==> src/rtl/output_port_arbiter_pkg.sv <==
// Shared constants for the output-port arbiter: packet geometry defaults and field offsets.
package output_port_arbiter_pkg;

    localparam int DEF_PAYLOAD_BITS  = 64;
    localparam int DEF_NUM_ADDR_BITS = 23;
    localparam int DEF_NUM_PORT_BITS = 4;
    localparam int DEF_NUM_LEAF_BITS = 5;
    localparam int DEF_PACKET_BITS   = 1 + DEF_NUM_LEAF_BITS + DEF_NUM_PORT_BITS
                                       + DEF_NUM_ADDR_BITS + DEF_PAYLOAD_BITS;
    localparam int DEF_NUM_OUT_PORTS = 7;

    localparam int PAYLOAD_LSB = 0;
    localparam int ADDR_LSB    = PAYLOAD_LSB + DEF_PAYLOAD_BITS;
    localparam int PORT_LSB    = ADDR_LSB + DEF_NUM_ADDR_BITS;
    localparam int LEAF_LSB    = PORT_LSB + DEF_NUM_PORT_BITS;
    localparam int PKT_VLD_BIT = LEAF_LSB + DEF_NUM_LEAF_BITS;

    typedef struct packed {
        logic                         vld;
        logic [DEF_NUM_LEAF_BITS-1:0] leaf;
        logic [DEF_NUM_PORT_BITS-1:0] port;
        logic [DEF_NUM_ADDR_BITS-1:0] addr;
        logic [DEF_PAYLOAD_BITS-1:0]  payload;
    } pkt_t;

    function automatic int idx_width(input int n);
        return (n > 1) ? $clog2(n) : 1;
    endfunction

endpackage

==> src/rtl/output_port_arbiter_if.sv <==
// FIFO-head and BFT-handshake bundle; master is the arbiter, slave is the FIFO/switch side.
interface output_port_arbiter_if
    import output_port_arbiter_pkg::*;
#(
    parameter int PACKET_BITS   = DEF_PACKET_BITS,
    parameter int NUM_OUT_PORTS = DEF_NUM_OUT_PORTS
);
    logic [PACKET_BITS*NUM_OUT_PORTS-1:0] internal_out;
    logic [NUM_OUT_PORTS-1:0]             empty;
    logic [NUM_OUT_PORTS-1:0]             rd_en_sel;
    logic [PACKET_BITS-1:0]               dout_leaf_interface2bft;
    logic                                 vld_interface2bft;
    logic                                 rdy_bft2interface;

    modport master (
        input  internal_out, empty, rdy_bft2interface,
        output rd_en_sel, dout_leaf_interface2bft, vld_interface2bft
    );

    modport slave (
        output internal_out, empty, rdy_bft2interface,
        input  rd_en_sel, dout_leaf_interface2bft, vld_interface2bft
    );
endinterface

==> src/rtl/output_port_arbiter_rr_grant_sel.sv <==
// Round-robin search: first requester strictly after last_grant, wrapping at N-1 back to 0.
module rr_grant_sel
    import output_port_arbiter_pkg::*;
#(
    parameter  int N  = DEF_NUM_OUT_PORTS,
    localparam int IW = idx_width(N)
) (
    input  logic [N-1:0]  req,
    input  logic [IW-1:0] last_grant,
    output logic [N-1:0]  grant_oh,
    output logic [IW-1:0] grant_idx,
    output logic          any_req
);

    logic          found_s;
    logic [IW-1:0] idx_s;

    // Walk offsets 1..N from last_grant so last_grant itself is checked last.
    always_comb begin
        grant_oh  = '0;
        grant_idx = '0;
        found_s   = 1'b0;
        idx_s     = '0;
        any_req   = |req;
        for (int off = 1; off <= N; off++) begin
            idx_s = IW'((int'(last_grant) + off) % N);
            if (!found_s && req[idx_s]) begin
                found_s         = 1'b1;
                grant_oh[idx_s] = 1'b1;
                grant_idx       = idx_s;
            end else begin
                found_s = found_s;
            end
        end
    end

endmodule

==> src/rtl/output_port_arbiter.sv <==
// Round-robin drain of NUM_OUT_PORTS FWFT FIFOs into one registered BFT output.
// Optional transfer counter port pkt_cnt is built only with OUT_ARB_PKT_CNT_EN defined.
module output_port_arbiter
    import output_port_arbiter_pkg::*;
#(
    parameter int PACKET_BITS   = DEF_PACKET_BITS,
    parameter int NUM_OUT_PORTS = DEF_NUM_OUT_PORTS
) (
    input  logic                  clk_bft,
    input  logic                  reset,
    output_port_arbiter_if.master bus
`ifdef OUT_ARB_PKT_CNT_EN
    ,
    output logic [31:0]           pkt_cnt
`endif
);

    localparam int IW = idx_width(NUM_OUT_PORTS);

    logic [NUM_OUT_PORTS-1:0] req_s;
    logic [NUM_OUT_PORTS-1:0] grant_oh_s;
    logic [IW-1:0]            grant_idx_s;
    logic                     any_req_s;
    logic                     load_s;
    logic                     xfer_s;
    logic [PACKET_BITS-1:0]   head_s;
    logic [PACKET_BITS-1:0]   dout_d, dout_q;
    logic                     vld_d, vld_q;
    logic [IW-1:0]            last_grant_d, last_grant_q;

    assign req_s = ~bus.empty;

    rr_grant_sel #(.N(NUM_OUT_PORTS)) u_rr_grant_sel (
        .req        (req_s),
        .last_grant (last_grant_q),
        .grant_oh   (grant_oh_s),
        .grant_idx  (grant_idx_s),
        .any_req    (any_req_s)
    );

    // AND-OR mux of the granted head packet; grant is one-hot so at most one term survives.
    always_comb begin
        head_s = '0;
        for (int i = 0; i < NUM_OUT_PORTS; i++) begin
            head_s = head_s | ({PACKET_BITS{grant_oh_s[i]}}
                               & bus.internal_out[i*PACKET_BITS +: PACKET_BITS]);
        end
    end

    // Load when the output register is free or draining; pop is gated off during reset.
    always_comb begin
        xfer_s = vld_q & bus.rdy_bft2interface;
        load_s = (~vld_q | bus.rdy_bft2interface) & any_req_s;
        if (load_s) begin
            dout_d       = head_s;
            vld_d        = 1'b1;
            last_grant_d = grant_idx_s;
        end else begin
            dout_d       = dout_q;
            vld_d        = xfer_s ? 1'b0 : vld_q;
            last_grant_d = last_grant_q;
        end
        if (load_s && reset) begin
            bus.rd_en_sel = grant_oh_s;
        end else begin
            bus.rd_en_sel = '0;
        end
    end

    // Output register and round-robin pointer; pointer restarts so port 0 wins first.
    always_ff @(posedge clk_bft or negedge reset) begin
        if (!reset) begin
            dout_q       <= '0;
            vld_q        <= 1'b0;
            last_grant_q <= IW'(NUM_OUT_PORTS - 1);
        end else begin
            dout_q       <= dout_d;
            vld_q        <= vld_d;
            last_grant_q <= last_grant_d;
        end
    end

    assign bus.dout_leaf_interface2bft = dout_q;
    assign bus.vld_interface2bft       = vld_q;

`ifdef OUT_ARB_PKT_CNT_EN
    logic [31:0] pkt_cnt_d, pkt_cnt_q;

    // Saturating count of accepted transfers.
    always_comb begin
        if (xfer_s && (pkt_cnt_q != 32'hFFFF_FFFF)) begin
            pkt_cnt_d = pkt_cnt_q + 32'd1;
        end else begin
            pkt_cnt_d = pkt_cnt_q;
        end
    end

    // Counter register.
    always_ff @(posedge clk_bft or negedge reset) begin
        if (!reset) begin
            pkt_cnt_q <= 32'd0;
        end else begin
            pkt_cnt_q <= pkt_cnt_d;
        end
    end

    assign pkt_cnt = pkt_cnt_q;
`endif

endmodule

==> src/flat_wrapper.sv <==
// flat-port wrapper written by rule: the top's interface ports become plain ports
module output_port_arbiter_flat import output_port_arbiter_pkg::*;
#(
    parameter int PACKET_BITS   = DEF_PACKET_BITS,
    parameter int NUM_OUT_PORTS = DEF_NUM_OUT_PORTS
)
  (clk_bft, reset, bus_internal_out, bus_empty, bus_rdy_bft2interface, bus_rd_en_sel, bus_dout_leaf_interface2bft, bus_vld_interface2bft);
  output_port_arbiter_if #(.PACKET_BITS(PACKET_BITS), .NUM_OUT_PORTS(NUM_OUT_PORTS)) bus_i ();
  input  logic clk_bft;
  input  logic reset;
  input wire logic [$bits(bus_i.internal_out)-1:0] bus_internal_out;
  input wire logic [$bits(bus_i.empty)-1:0] bus_empty;
  input wire logic [$bits(bus_i.rdy_bft2interface)-1:0] bus_rdy_bft2interface;
  output wire logic [$bits(bus_i.rd_en_sel)-1:0] bus_rd_en_sel;
  output wire logic [$bits(bus_i.dout_leaf_interface2bft)-1:0] bus_dout_leaf_interface2bft;
  output wire logic [$bits(bus_i.vld_interface2bft)-1:0] bus_vld_interface2bft;
  assign bus_i.internal_out = bus_internal_out;
  assign bus_i.empty = bus_empty;
  assign bus_i.rdy_bft2interface = bus_rdy_bft2interface;
  assign bus_rd_en_sel = bus_i.rd_en_sel;
  assign bus_dout_leaf_interface2bft = bus_i.dout_leaf_interface2bft;
  assign bus_vld_interface2bft = bus_i.vld_interface2bft;
  output_port_arbiter #(.PACKET_BITS(PACKET_BITS), .NUM_OUT_PORTS(NUM_OUT_PORTS)) u_core (.clk_bft(clk_bft), .reset(reset), .bus(bus_i));
endmodule
==> config.mk <==
export PLATFORM = sky130hd
export DESIGN_NAME = output_port_arbiter_flat
export DESIGN_NICKNAME = d
export VERILOG_FILES = /design/src/rtl/output_port_arbiter_pkg.sv /design/src/rtl/output_port_arbiter_if.sv /design/src/rtl/output_port_arbiter_rr_grant_sel.sv /design/src/rtl/output_port_arbiter.sv /design/src/flat_wrapper.sv
export SDC_FILE = /design/constraint.sdc
export NUM_CORES = 1
export LEC_CHECK = 0
export CAP_MARGIN = 20
export CORE_AREA = 2 2 310 312
export DETAILED_ROUTE_END_ITERATION = 8
export DIE_AREA = 0 0 312 314
export GPL_ROUTABILITY_DRIVEN = 0
export PLACE_DENSITY_LB_ADDON = 0.25
export RECOVER_POWER = 50
export SETUP_SLACK_MARGIN = 0.15
export SLEW_MARGIN = 0
export SYNTH_ARGS = -nofsm -noshare
export SYNTH_HDL_FRONTEND = slang
export SYNTH_SLANG_ARGS = --single-unit
==> constraint.sdc <==
create_clock -name clk_bft -period 12.05 [get_ports clk_bft]
set_input_delay 1.8075 -clock clk_bft [delete_from_list [all_inputs] [get_ports clk_bft]]
set_output_delay 1.8075 -clock clk_bft [all_outputs]
set_load 0.1 [all_outputs]
==> results.tsv <==
stage	metric	value	unit
clock_network	CTS buffer count	9	
cells_and_area	final core utilization	0.224	
setup_path	FF-to-FF path depth	21	
clock_network	clock latency on the worst-skew pair	0.40	ns
setup_path	R2R Setup Slk	3.91	ns
global_route	first-pass GRT wire length	125000	µm
routing	vias per cell	4.54	
timing	Final WS setup	2.00	ns
global_route	GR Util met2	0.292	
logic_synthesis	Main synth FF type	dfrtp_1	
logic_synthesis	top-count cell post-synth	o21ai_0	
status	violated checks	max-capacitance violations, max-slew violations	
timing	Final Max Slew Viols	107	
floorplan	Starting Density	0.123	
setup_path	Worst setup SP type	register	
logic_synthesis	post-synthesis sequential area ratio	0.217	
routing	DRC viols	0	
logic_synthesis	XOR/XNOR Fraction of Synth Area	0.0133	
logic_synthesis	Simple-Gate Fraction of Synth Area	0.204	
run	max cap viols	4	
global_route	total congestion overflow	0	
logic_synthesis	Net Count, Synth	2274	
global_route	met1 Resource Use GR	0.215	
clock_network	Hold Buf Count CTS	0	
clock_network	clk root buf	clkbuf_16	
routing	DR WL/cell	26.1	µm
setup_path	CP required	10.24	ns
logic_synthesis	mean post-synth cell area	7.44	µm²
logic_synthesis	Post-synth EDFFs	0	
routing	Initial DRT Pass Iterations	7	
logic_synthesis	Adder-Cell Fraction of Synth Area	0.0237	
global_route	largest net degree at the start of global routing	98	
timing	Post-Route Setup TNS	0	ns
timing	Fin. Hold Viols	0	
timing	fin crit share	0.834	
timing	Slew @ Worst Pin	3.61	ns
cells_and_area	Layout area overhead	81.5	%
clock_network	# Post-CTS Setup Buffers	0	
clock_network	Clock transition at path regs	0.11	ns
cells_and_area	Final nets	2957	
logic_synthesis	Synth Register Bits	101	
timing	relative slew slack	-1.41	
setup_path	worst reg2reg endpoint	u_core.bus.dout_leaf_interface2bft[67]$_DFFE_PN0P_	
logic_synthesis	Area contributors post-synth	dfrtp_1 (21%), o21ai_0 (16%), o32a_1 (6.1%), a22o_1 (5.3%), nand4_1 (4.8%)	
logic_synthesis	Synth top area share	0.213	
setup_path	critical path peak fanout	28	
setup_path	FF-to-FF Start	u_core.last_grant_q[1]$_DFFE_PN1P_	
cells_and_area	share of post-route cells with drive strength above 1	0.0586	
clock_network	H-tree depth	3	
global_route	busiest grt layer	met2	
place	dpl ws	2.56	ns
worst_hold_path	Hold Crit Endpoint	u_core.bus.dout_leaf_interface2bft[30]$_DFFE_PN0P_	
routing	Antenna Violating Nets Remaining	0	
setup_path	Worst Setup End Kind	primary output	
routing	DR vias	16000	
floorplan	area of the core	94400	µm²
timing	Tmin final	10.05	ns
logic_synthesis	post-synthesis mux area share	0.0171	
clock_network	CTS tree	done	
global_route	initial antenna violation count	31	
timing	RSZ-0062 raised after global routing	false	
setup_path	critical path class	register to primary output	
floorplan	die area	98000	µm²
routing	initial drt markers	1427	
floorplan	Site Rows	113	
status	status	finished with violations	
logic_synthesis	Ys Warns	0	
worst_hold_path	hold path start	u_core.bus.dout_leaf_interface2bft[30]$_DFFE_PN0P_	
clock_network	clk sinks	101	
logic_synthesis	Yosys cell types	96	
logic_synthesis	Cells after Synth	1563	
floorplan	I/O Pins	794	
place	I/O Buffers	793	
floorplan	width of the die	312	µm
logic_synthesis	fraction of registers with async set/reset	1.00	
global_route	GR Util All Layers	0.177	
cells_and_area	FILL cells	10700	
global_route	vias in the first global route	16100	
routing	drt total wl	92200	µm
logic_synthesis	synthesized cell area	11600	µm²
timing	final setup vio count	0	
logic_synthesis	Synth Area in Compound Gates	0.437	
global_route	met3 usage	0.0583	
timing	Worst Skew	0.0219	ns
place	DP Wirelength	71800	µm
logic_synthesis	largest family of logic cells by synthesized area	compound AO/OA/AOI/OAI gates	
clock_network	clk buf depth	2	
floorplan	Die Ht	314	µm
setup_path	CP Data Arrival Time	8.24	ns
clock_network	# resized after CTS	0	
logic_synthesis	synth cell count leaders	o21ai_0 (377), nand2_1 (128), clkbuf_1 (102)	
timing	fmax	99.5	MHz
logic_synthesis	Yosys top cell by area	dfrtp_1	
worst_hold_path	Hold Crit Class	register to register	
worst_hold_path	Worst Hold Depth	1	
## final cells by class
type	instances	area [µm²]	area share
Tap cell	1265	1580	0.0750
Sequential cell	101	2530	0.120
Inverter	100	375	0.0178
Antenna cell	15	37.5	0.00178
Clock buffer	9	225	0.0107
Timing Repair Buffer	820	8120	0.385
Clock inverter	7	100	0.00474
Multi-Input combinational cell	1214	8140	0.386
## flip-flops by register name, indices dropped and copies added (netlist names)
signal,flops
u_core.last_grant_q,3
u_core.bus.vld_interface2bft,1
u_core.bus.dout_leaf_interface2bft,97
## worst max-delay path: stages, from the launching register on
cell,delay [ns]
dfstp_2,0.77
inv_1,0.24
ha_1,0.36
xor2_2,0.59
inv_2,0.16
ha_1,0.22
ha_1,0.26
a31oi_1,0.24
xnor2_1,0.27
inv_1,0.09
ha_1,0.29
o21ai_0,0.27
a2bb2oi_1,0.61
o311ai_4,0.27
a2111oi_4,0.76
nand3_1,0.29
o22ai_4,0.23
or2_1,0.12
buf_4,0.40
nor2b_1,0.19
clkdlybuf4s50_1,1.18
## layer usage
layer / wire length (µm) / vias up
met5: 134 / -
met4: 2610 / 20
met3: 8560 / 109
met2: 43300 / 836
met1: 37500 / 7722
li1: - / 7347
## logic make-up after synthesis
group,Yosys count
flops,101
compound gates,719
xor+xnor,16
simple gates,439
fa+ha+maj,22
buf+inv,248
mux,18
## worst max path at each step
| stage | slack [ns] | to | from |
|---|---|---|---|
| 2_1_floorplan | 3.61 | bus_rd_en_sel[4] | u_core.last_grant_q[0]$_DFFE_PN0P_ |
| 3_3_place_gp | 2.61 | bus_rd_en_sel[3] | u_core.last_grant_q[1]$_DFFE_PN1P_ |
| 3_5_place_dp | 2.56 | bus_rd_en_sel[3] | u_core.last_grant_q[1]$_DFFE_PN1P_ |
| 4_1_cts | 2.07 | bus_rd_en_sel[3] | u_core.last_grant_q[1]$_DFFE_PN1P_ |
| 5_1_grt | 1.48 | bus_rd_en_sel[3] | u_core.last_grant_q[1]$_DFFE_PN1P_ |
| 6_report | 2.00 | bus_rd_en_sel[4] | u_core.last_grant_q[1]$_DFFE_PN1P_ |
## cell usage in the layout (no fill, tap or decap), drive strengths merged, types with 37 or more instances in the layout
cell and count:
dfrtp 99, a22o 71, a22oi 37, o32a 71, inv 104, clkdlybuf4s50 739, nand2 130, nor2 68
nand2b 37, o21ai 383, nand4 90, dlygate4sd3 49
## stage by stage
step                      cells  hold slack, ns  area (µm²)
after detailed placement   3500           0.486       20800
after floorplan            1563           0.813       11600
final                      3531           0.496       21100
after global placement     3500           0.479       20800
after CTS                  3516           0.506       21100
after global routing       3527           0.512       21100
Power is not shown: default switching activity piles up to over one toggle a cycle in this logic, so the estimate is an artifact.
